### config.mk
export PLATFORM = sky130hd
export DESIGN_NAME = dev_timer
export DESIGN_NICKNAME = d
export VERILOG_FILES = /design/src/rtl/dev_timer.sv
export SDC_FILE = /design/constraint.sdc
export NUM_CORES = 1
export LEC_CHECK = 0
export BUFFER_PORTS_ARGS = -buffer_cell sky130_fd_sc_hd__buf_2
export CAP_MARGIN = 30
export CORE_MARGIN = 2
export CORE_UTILIZATION = 40
export CTS_CLUSTER_SIZE = 25
export DETAILED_ROUTE_END_ITERATION = 12
export GPL_TIMING_DRIVEN = 0
export PLACE_DENSITY = 0.68
export SETUP_SLACK_MARGIN = 0.05
export SYNTH_ARGS = -nofsm -noshare
export SYNTH_HDL_FRONTEND = slang
export SYNTH_SLANG_ARGS = --single-unit
### constraint.sdc
create_clock -name clk -period 2.2 [get_ports clk]
set_input_delay 0.44 -clock clk [delete_from_list [all_inputs] [get_ports clk]]
set_output_delay 0.44 -clock clk [all_outputs]
set_load 0.03 [all_outputs]
### src/rtl/dev_timer.sv
// Memory-mapped 32-bit countdown timer: CTRL/PRESET/COUNT window with byte-masked writes,
// combinational read-back and a registered interrupt request.
module dev_timer #(
  parameter logic [31:0] BASE = 32'h0000_7f00
) (
  input  logic        clk,
  input  logic        reset,
  input  logic [31:0] addr,
  input  logic [3:0]  byteen,
  input  logic [31:0] wdata,
  output logic [31:0] rdata,
  output logic        irq
);

  typedef enum logic [1:0] {IDLE, LOAD, CNT, INT} state_t;

  state_t      state, state_n;
  logic [3:0]  ctrl, ctrl_n;
  logic [31:0] preset, preset_n;
  logic [31:0] count, count_n;
  logic        pending, pending_n;
  logic        irq_n;

  logic       hit;
  logic [1:0] offset;
  logic       wr_ctrl;
  logic       wr_preset;

  assign hit       = (addr[31:4] == BASE[31:4]);
  assign offset    = addr[3:2];
  assign wr_ctrl   = hit && (|byteen) && (offset == 2'd0);
  assign wr_preset = hit && (|byteen) && (offset == 2'd1);

  always_comb begin
    rdata = '0;
    if (hit) begin
      case (offset)
        2'd0:    rdata = {28'b0, ctrl};
        2'd1:    rdata = preset;
        2'd2:    rdata = count;
        default: rdata = '0;
      endcase
    end
  end

  // FSM effects are computed first; bus writes are applied on top so they take priority.
  always_comb begin
    state_n   = state;
    ctrl_n    = ctrl;
    preset_n  = preset;
    count_n   = count;
    pending_n = pending;

    case (state)
      IDLE: begin
        if (ctrl[0]) state_n = LOAD;
      end
      LOAD: begin
        count_n = preset;
        state_n = CNT;
      end
      CNT: begin
        if (!ctrl[0]) begin
          state_n = IDLE;
        end else if (count > 32'd1) begin
          count_n = count - 32'd1;
        end else begin
          count_n   = '0;
          pending_n = 1'b1;
          state_n   = INT;
        end
      end
      INT: begin
        if (ctrl[2:1] == 2'b00) begin
          state_n   = IDLE;
          ctrl_n[0] = 1'b0;
        end else begin
          state_n   = LOAD;
          pending_n = 1'b0;
        end
      end
      default: state_n = IDLE;
    endcase

    if (wr_ctrl) begin
      if (byteen[0]) ctrl_n = wdata[3:0];
      pending_n = 1'b0;
    end

    if (wr_preset) begin
      for (int unsigned i = 0; i < 4; i++) begin
        if (byteen[i]) preset_n[8*i +: 8] = wdata[8*i +: 8];
      end
      pending_n = 1'b0;
    end

    irq_n = pending_n && ctrl_n[3];
  end

  always_ff @(posedge clk or negedge reset) begin
    if (!reset) begin
      state   <= IDLE;
      ctrl    <= '0;
      preset  <= '0;
      count   <= '0;
      pending <= 1'b0;
      irq     <= 1'b0;
    end else begin
      state   <= state_n;
      ctrl    <= ctrl_n;
      preset  <= preset_n;
      count   <= count_n;
      pending <= pending_n;
      irq     <= irq_n;
    end
  end

endmodule

==> results of run 1 <==
==> timing repair <==
item	CTS	global route
pin swaps	15	24
setup buffers	24	16
gates resized for setup	114	73
cloned	7	0
setup endpoints to repair	68	83
==> cells by family (layout without fill, tap and decap cells) <==
group	Yosys count	count (layout)	share of synthesized area (%)
AND/OR/NAND/NOR	179	180	23.2
AO/OA/AOI/OAI	118	118	19.9
flip-flops	72	72	41.4
buffers and inverters	45	201	4.60
multiplexers	41	41	10.4
adder cells (fa/ha/maj)	2	2	0.574
==> synthesized netlist by cell type, drive strengths merged, types with 2 or more instances <==
cell type  count  area [um^2]
ha             2         25.0
a21boi         2         15.0
nor4b          9         85.1
and3           7         43.8
nand2b         2         12.5
dfrtp         72         1800
or3           11         68.8
nor2          51          191
o41ai          4         35.0
and2           2         12.5
nor4          22          168
mux2i          6         60.1
clkbuf        30          113
or4            7         60.1
nor2b          5         31.3
o41a           2         22.5
a221o         12          120
a31o           3         26.3
a31oi          5         31.3
o22ai          5         31.3
buf            8         61.3
o221ai         2         17.5
nand3b         3         22.5
o31ai         10         75.1
a211o          5         43.8
o21ai         16         80.1
nand2         24         90.1
nor3          11         60.1
nand4          5         31.3
a21oi         12         60.1
inv            7         26.3
nand3         12         60.1
mux2          35          394
a22oi         34          255
or4b           2         20.0
==> power groups by stage <==
stage          combinational [mW]  sequential, mW  clock (mW)
2_1_floorplan              0.0260            1.35           0
3_3_place_gp                0.119            1.35           0
3_5_place_dp                0.129            1.35           0
4_1_cts                     0.142            1.32        1.38
5_1_grt                     0.156            1.32        1.44
6_report                    0.142            1.32        1.36
==> area by class of cell <==
cell class / instances / area share, %
Clock buffer: 11 / 2.26
Buffer: 32 / 4.31
Clock inverter: 5 / 1.53
Timing Repair Buffer: 146 / 18.0
Sequential cell: 72 / 26.9
Inverter: 7 / 0.391
Multi-Input combinational cell: 341 / 44.0
Tap cell: 140 / 2.61
==> critical path: stages (launching register included) <==
cell and delay, ps:
dfrtp_2 460, or4_4 590, nor4b_4 320, and3_4 260, buf_8 150, buf_8 150, o31ai_4 60, a221o_1 330
==> state kept, by name, indices dropped and copies added, names as in the netlist <==
signal	flops
ctrl	4
irq	1
count	32
state	2
preset	32
pending	1
==> path summary, 6_finish.rpt <==
check	start	endpoint	slack [ps]	cells past startpoint
min in group clk	wdata[12]	preset[12]	290	2
max reg2reg	count[10]	count[27]	-230	7
min	reset	preset[8]	20	1
max	count[10]	count[27]	-230	7
min reg2reg	preset[29]	count[29]	530	2
max in group asynchronous	reset	count[26]	1600	2
==> layer usage <==
layer  wire length (um)  share of wire (%)  global-route usage [%]  vias to the layer above
met4                604                3.7                    11.6                        0
met5                  0                  0                       0                        -
met3               1040                6.4                    5.55                       55
met2               7870                 49                    45.5                      246
li1                   -                  -                       -                     2081
met1               6710                 41                    36.0                     2291
==> stage by stage <==
stage	utilization [%]	setup slack (ps)	power [mW]
2_1_floorplan	-	0.848	1.37
3_3_place_gp	49.6	-489	1.47
3_5_place_dp	49.8	-542	1.48
4_1_cts	58.8	-201	2.84
5_1_grt	62.5	-274	2.92
6_report	62.5	-234	2.83
==> flow_summary.ini, run 1 <==
[synth]
synthCells = 457
synth_warnings = 0
ys_ff_latch = 72
ys_types = 55
synth-edff-count = 0
synth_ff_type = dfrtp_1
synth_seq_area_share_pct = 41.4
syn_area_um2 = 4360
synth_area_per_cell_um2 = 9.53
synth_nets = 529
ys_async_sr_fraction_pct = 100

[drt]
drt_iter0_markers = 398
avgViaCountPerCell = 6.20
postRouteAntennaNets = 0
wl_per_cell_um = 21.5
routed-via-count = 4673
post-route-drc-count = 0
dr.pass1.iters = 5
drt-total-wl_um = 16200

[grt]
grt_max_degree = 39
grt_pass1_vias = 4632
grt_pass1_wl_um = 24900
grt.overflow.total = 0
antenna_found_initial = 0
grt_usage_pct = 27.8

[critical_path]
path_class = reg2reg
critPathCaptureType = flop
worstSetupStartpointType = flop
worstPathArrival_ps = 2690
crit_required_ps = 2460
cp_max_fo = 7

[placement]
dp_hpwl_um = 10100
gp_congestion = 0.905
port_buffers = 99
numPlacedInstances = 697
postPlaceCellArea_um2 = 5350

[timing]
setup_tns_ps = -6340
postLayoutSetupSlackWorst_ps = -234
slew_viol_final = 0
rsz0062_at_grt = yes
finalSetupViolCount = 61
fin_skew_ps = 15.7
relSlewSlack_pct = 39.8
fmax_mhz = 411
holdWs_ps = 18.6
tightest_slew_ps = 903
fin_crit_sh_pct = 111
fin_crit_ps = 2430
hold_violations = 0

[die]
fp.coreArea_um2 = 10700
dieWidth_um = 108
die_area_um2 = 11700
die_height_um = 108
start_util_pct = 40.5
io_pins = 103
num_rows = 38

[power]
p_int_mw = 2.20
seq_power_share_pct = 46.8
swShare_pct = 22.1
clkPwrFrac_pct = 48.2
p_leak_nw = 2.96
power_switching_mw = 0.625
ir_drop_uv = 291
combinationalPowerShare_pct = 5.0
cellPowerDensity_nw_per_um2 = 421

[run]
max_cap_viol_count = 0

[cells_and_area]
layout_commonest_cell = dfrtp_1
design_area_um2 = 6710
multi_input_area_um2 = 2950
diodes = 0
post_route_cells_drive_above_1_share_pct = 51.3
area_growth_pct = 54.0
final_cell_count_no_fill = 754
final_cell_mix = 70 x dfrtp_1, 63 x buf_2, 45 x buf_6, 35 x mux2_2, 32 x buf_4
fillers = 853
nets = 681
seqCellArea_um2 = 1800

[clocking]
ctsHoldBuffers = 0
cts_buffers = 9
cts_max_level = 3
clk_pin_slew_ps = 80
cts-root-buf = clkbuf_8
clock-sinks = 72
cts_tree = done
clk_latency_ps = 380
clk_path_buf_depth = 2

[outcome]
violations = setup timing
status = complete, but fails checks

[min_path]
worst_hold_path_type = in2async
No activity file was read; power rests on OpenSTA's default activity.
==> inputs of run 2 (changes only) <==
- PLACE_DENSITY: 0.68 -> not set
==> flow_summary.ini, run 2 (same netlist as run 1, synthesis figures left out) <==
[critical_path]
r2r_setup_slack_ps = -160
cp_max_fo = 7
crit_start = count[10]
crit_required_ps = 2440
r2r-end = count[23]
worstSetupStartpointType = flop
path_class = reg2reg
worstPathArrival_ps = 2600
crit_end = count[23]
rr_worst_depth = 7
critPathCaptureType = flop
timing.rr.start = count[10]

[clocking]
cts_tree = done
cts_max_level = 3
ctsHoldBuffers = 0
clk_pin_slew_ps = 70
clk_latency_ps = 360
cts-root-buf = clkbuf_8
cts_buffers = 9
clock-sinks = 72
clk_path_buf_depth = 2

[die]
start_util_pct = 40.5
num_rows = 38
die_height_um = 108
io_pins = 103
die_area_um2 = 11700
fp.coreArea_um2 = 10700
dieWidth_um = 108

[power]
ir_drop_uv = 268
swShare_pct = 23.9
total_power_mw = 2.39
combinationalPowerShare_pct = 5.9
power_switching_mw = 0.570
clkPwrFrac_pct = 38.7
p_leak_nw = 2.88
seq_power_share_pct = 55.4
p_int_mw = 1.82
cellPowerDensity_nw_per_um2 = 369

[drt]
post-route-drc-count = 0
avgViaCountPerCell = 6.05
postRouteAntennaNets = 0
drt_iter0_markers = 330
drt-total-wl_um = 15300
routed-via-count = 4541
dr.pass1.iters = 5
wl_per_cell_um = 20.4

[cells_and_area]
design_area_um2 = 6460
nets = 679
area_growth_pct = 48.3
final_cell_count_no_fill = 750
reg.largest.list = count: 32 flops, preset: 32 flops, ctrl: 4 flops
post_route_cells_drive_above_1_share_pct = 47.7
final_cell_mix = 68 x dfrtp_1, 63 x buf_2, 43 x buf_6, 35 x mux2_2, 35 x buf_4
diodes = 0
layout_commonest_cell = dfrtp_1

[grt]
antenna_found_initial = 0
grt_pass1_vias = 4497
grt_pass1_wl_um = 23900
grt.overflow.total = 0
grt_usage_pct = 26.7
grt_max_degree = 49

[timing]
postLayoutSetupSlackWorst_ps = -163
fin_crit_ps = 2360
slew_viol_final = 0
relSlewSlack_pct = 52.2
fmax_mhz = 423
tightest_slew_ps = 717
fin_skew_ps = 6.99
rsz0062_at_grt = yes
fin_crit_sh_pct = 107
finalSetupViolCount = 53
holdWs_ps = -11.8
hold_violations = 21

[placement]
dp_hpwl_um = 10200
postPlaceCellArea_um2 = 5360
gp_congestion = 0.903
port_buffers = 99
numPlacedInstances = 697

[min_path]
worst_hold_path_type = in2async

[outcome]
status = complete, but fails checks
violations = hold timing, setup timing

[run]
max_cap_viol_count = 0
-- run 2: cell types whose count changed in the layout (fill, tap and decap cells not counted), moves of 3 or more --
cell | previous run | this run
clkbuf_1 | 6 | 13
clkbuf_4 | 8 | 2
o21ai_2 | 5 | 0
nor4_1 | 13 | 17
nor4_2 | 5 | 1
a22oi_1 | 31 | 34
a22oi_2 | 3 | 0
buf_4 | 32 | 35
bufinv_16 | 3 | 0
o21ai_0 | 7 | 10
-- run 2: what timing repair did --
| item | CTS | global route |
|---|---|---|
| setup buffers | 28 | 11 |
| setup endpoints to repair | 68 | 67 |
| gates resized for setup | 121 | 33 |
| gates cloned | 4 | 0 |
| pin swaps | 21 | 12 |
-- run 2: layer usage --
metal / vias up / track usage [%] / part of all wire, %
li1: 2063 / - / -
met1: 2254 / 36.6 / 44
met2: 203 / 42.9 / 48
met3: 21 / 3.80 / 6.6
met4: 0 / 10.4 / 1.9
met5: - / 0 / 0
-- run 2: layout make-up --
class / instances / area, um^2
Inverter: 7 / 26.3
Sequential cell: 72 / 1810
Fill cell: 920 / 4290
Clock buffer: 13 / 149
Clock inverter: 1 / 5.00
Multi-Input combinational cell: 340 / 2850
Buffer: 34 / 279
Tap cell: 140 / 175
Timing Repair Buffer: 143 / 1170
-- run 2: how the worst min path moves through the flow --
| stage | endpoint | start | depth (start not counted) |
|---|---|---|---|
| 2_1_floorplan | count[0] | reset | 0 |
| 3_3_place_gp | count[29] | preset[29] | 2 |
| 3_5_place_dp | preset[10] | reset | 1 |
| 4_1_cts | preset[15] | reset | 1 |
| 5_1_grt | preset[15] | reset | 1 |
| 6_report | preset[8] | reset | 1 |
-- run 2: critical path, cell delays in order, from the launching register on --
cell and delay (ps):
dfrtp_2 440, or4_4 580, nor4b_4 300, and3_4 230, buf_8 140, buf_8 150, o31ai_1 90, a221o_1 310
-- run 2: power groups by stage --
| stage | registers [mW] | logic, mW | clock network, mW |
|---|---|---|---|
| 2_1_floorplan | 1.35 | 0.0260 | 0 |
| 3_3_place_gp | 1.35 | 0.119 | 0 |
| 3_5_place_dp | 1.35 | 0.131 | 0 |
| 4_1_cts | 1.32 | 0.142 | 0.928 |
| 5_1_grt | 1.32 | 0.155 | 0.987 |
| 6_report | 1.32 | 0.140 | 0.924 |
-- run 2: through the flow --
step / setup slack, ps / util (%) / hold slack [ps] / setup TNS [ps]
after global routing: -222 / 60.1 / 15.8 / -7030
after global placement: -484 / 49.6 / 508 / -27260
after CTS: -125 / 58.1 / 0.317 / -2930
after floorplan: 0.848 / - / 144 / 0
final: -163 / 60.1 / -11.8 / -4190
after detailed placement: -509 / 49.9 / 377 / -30810
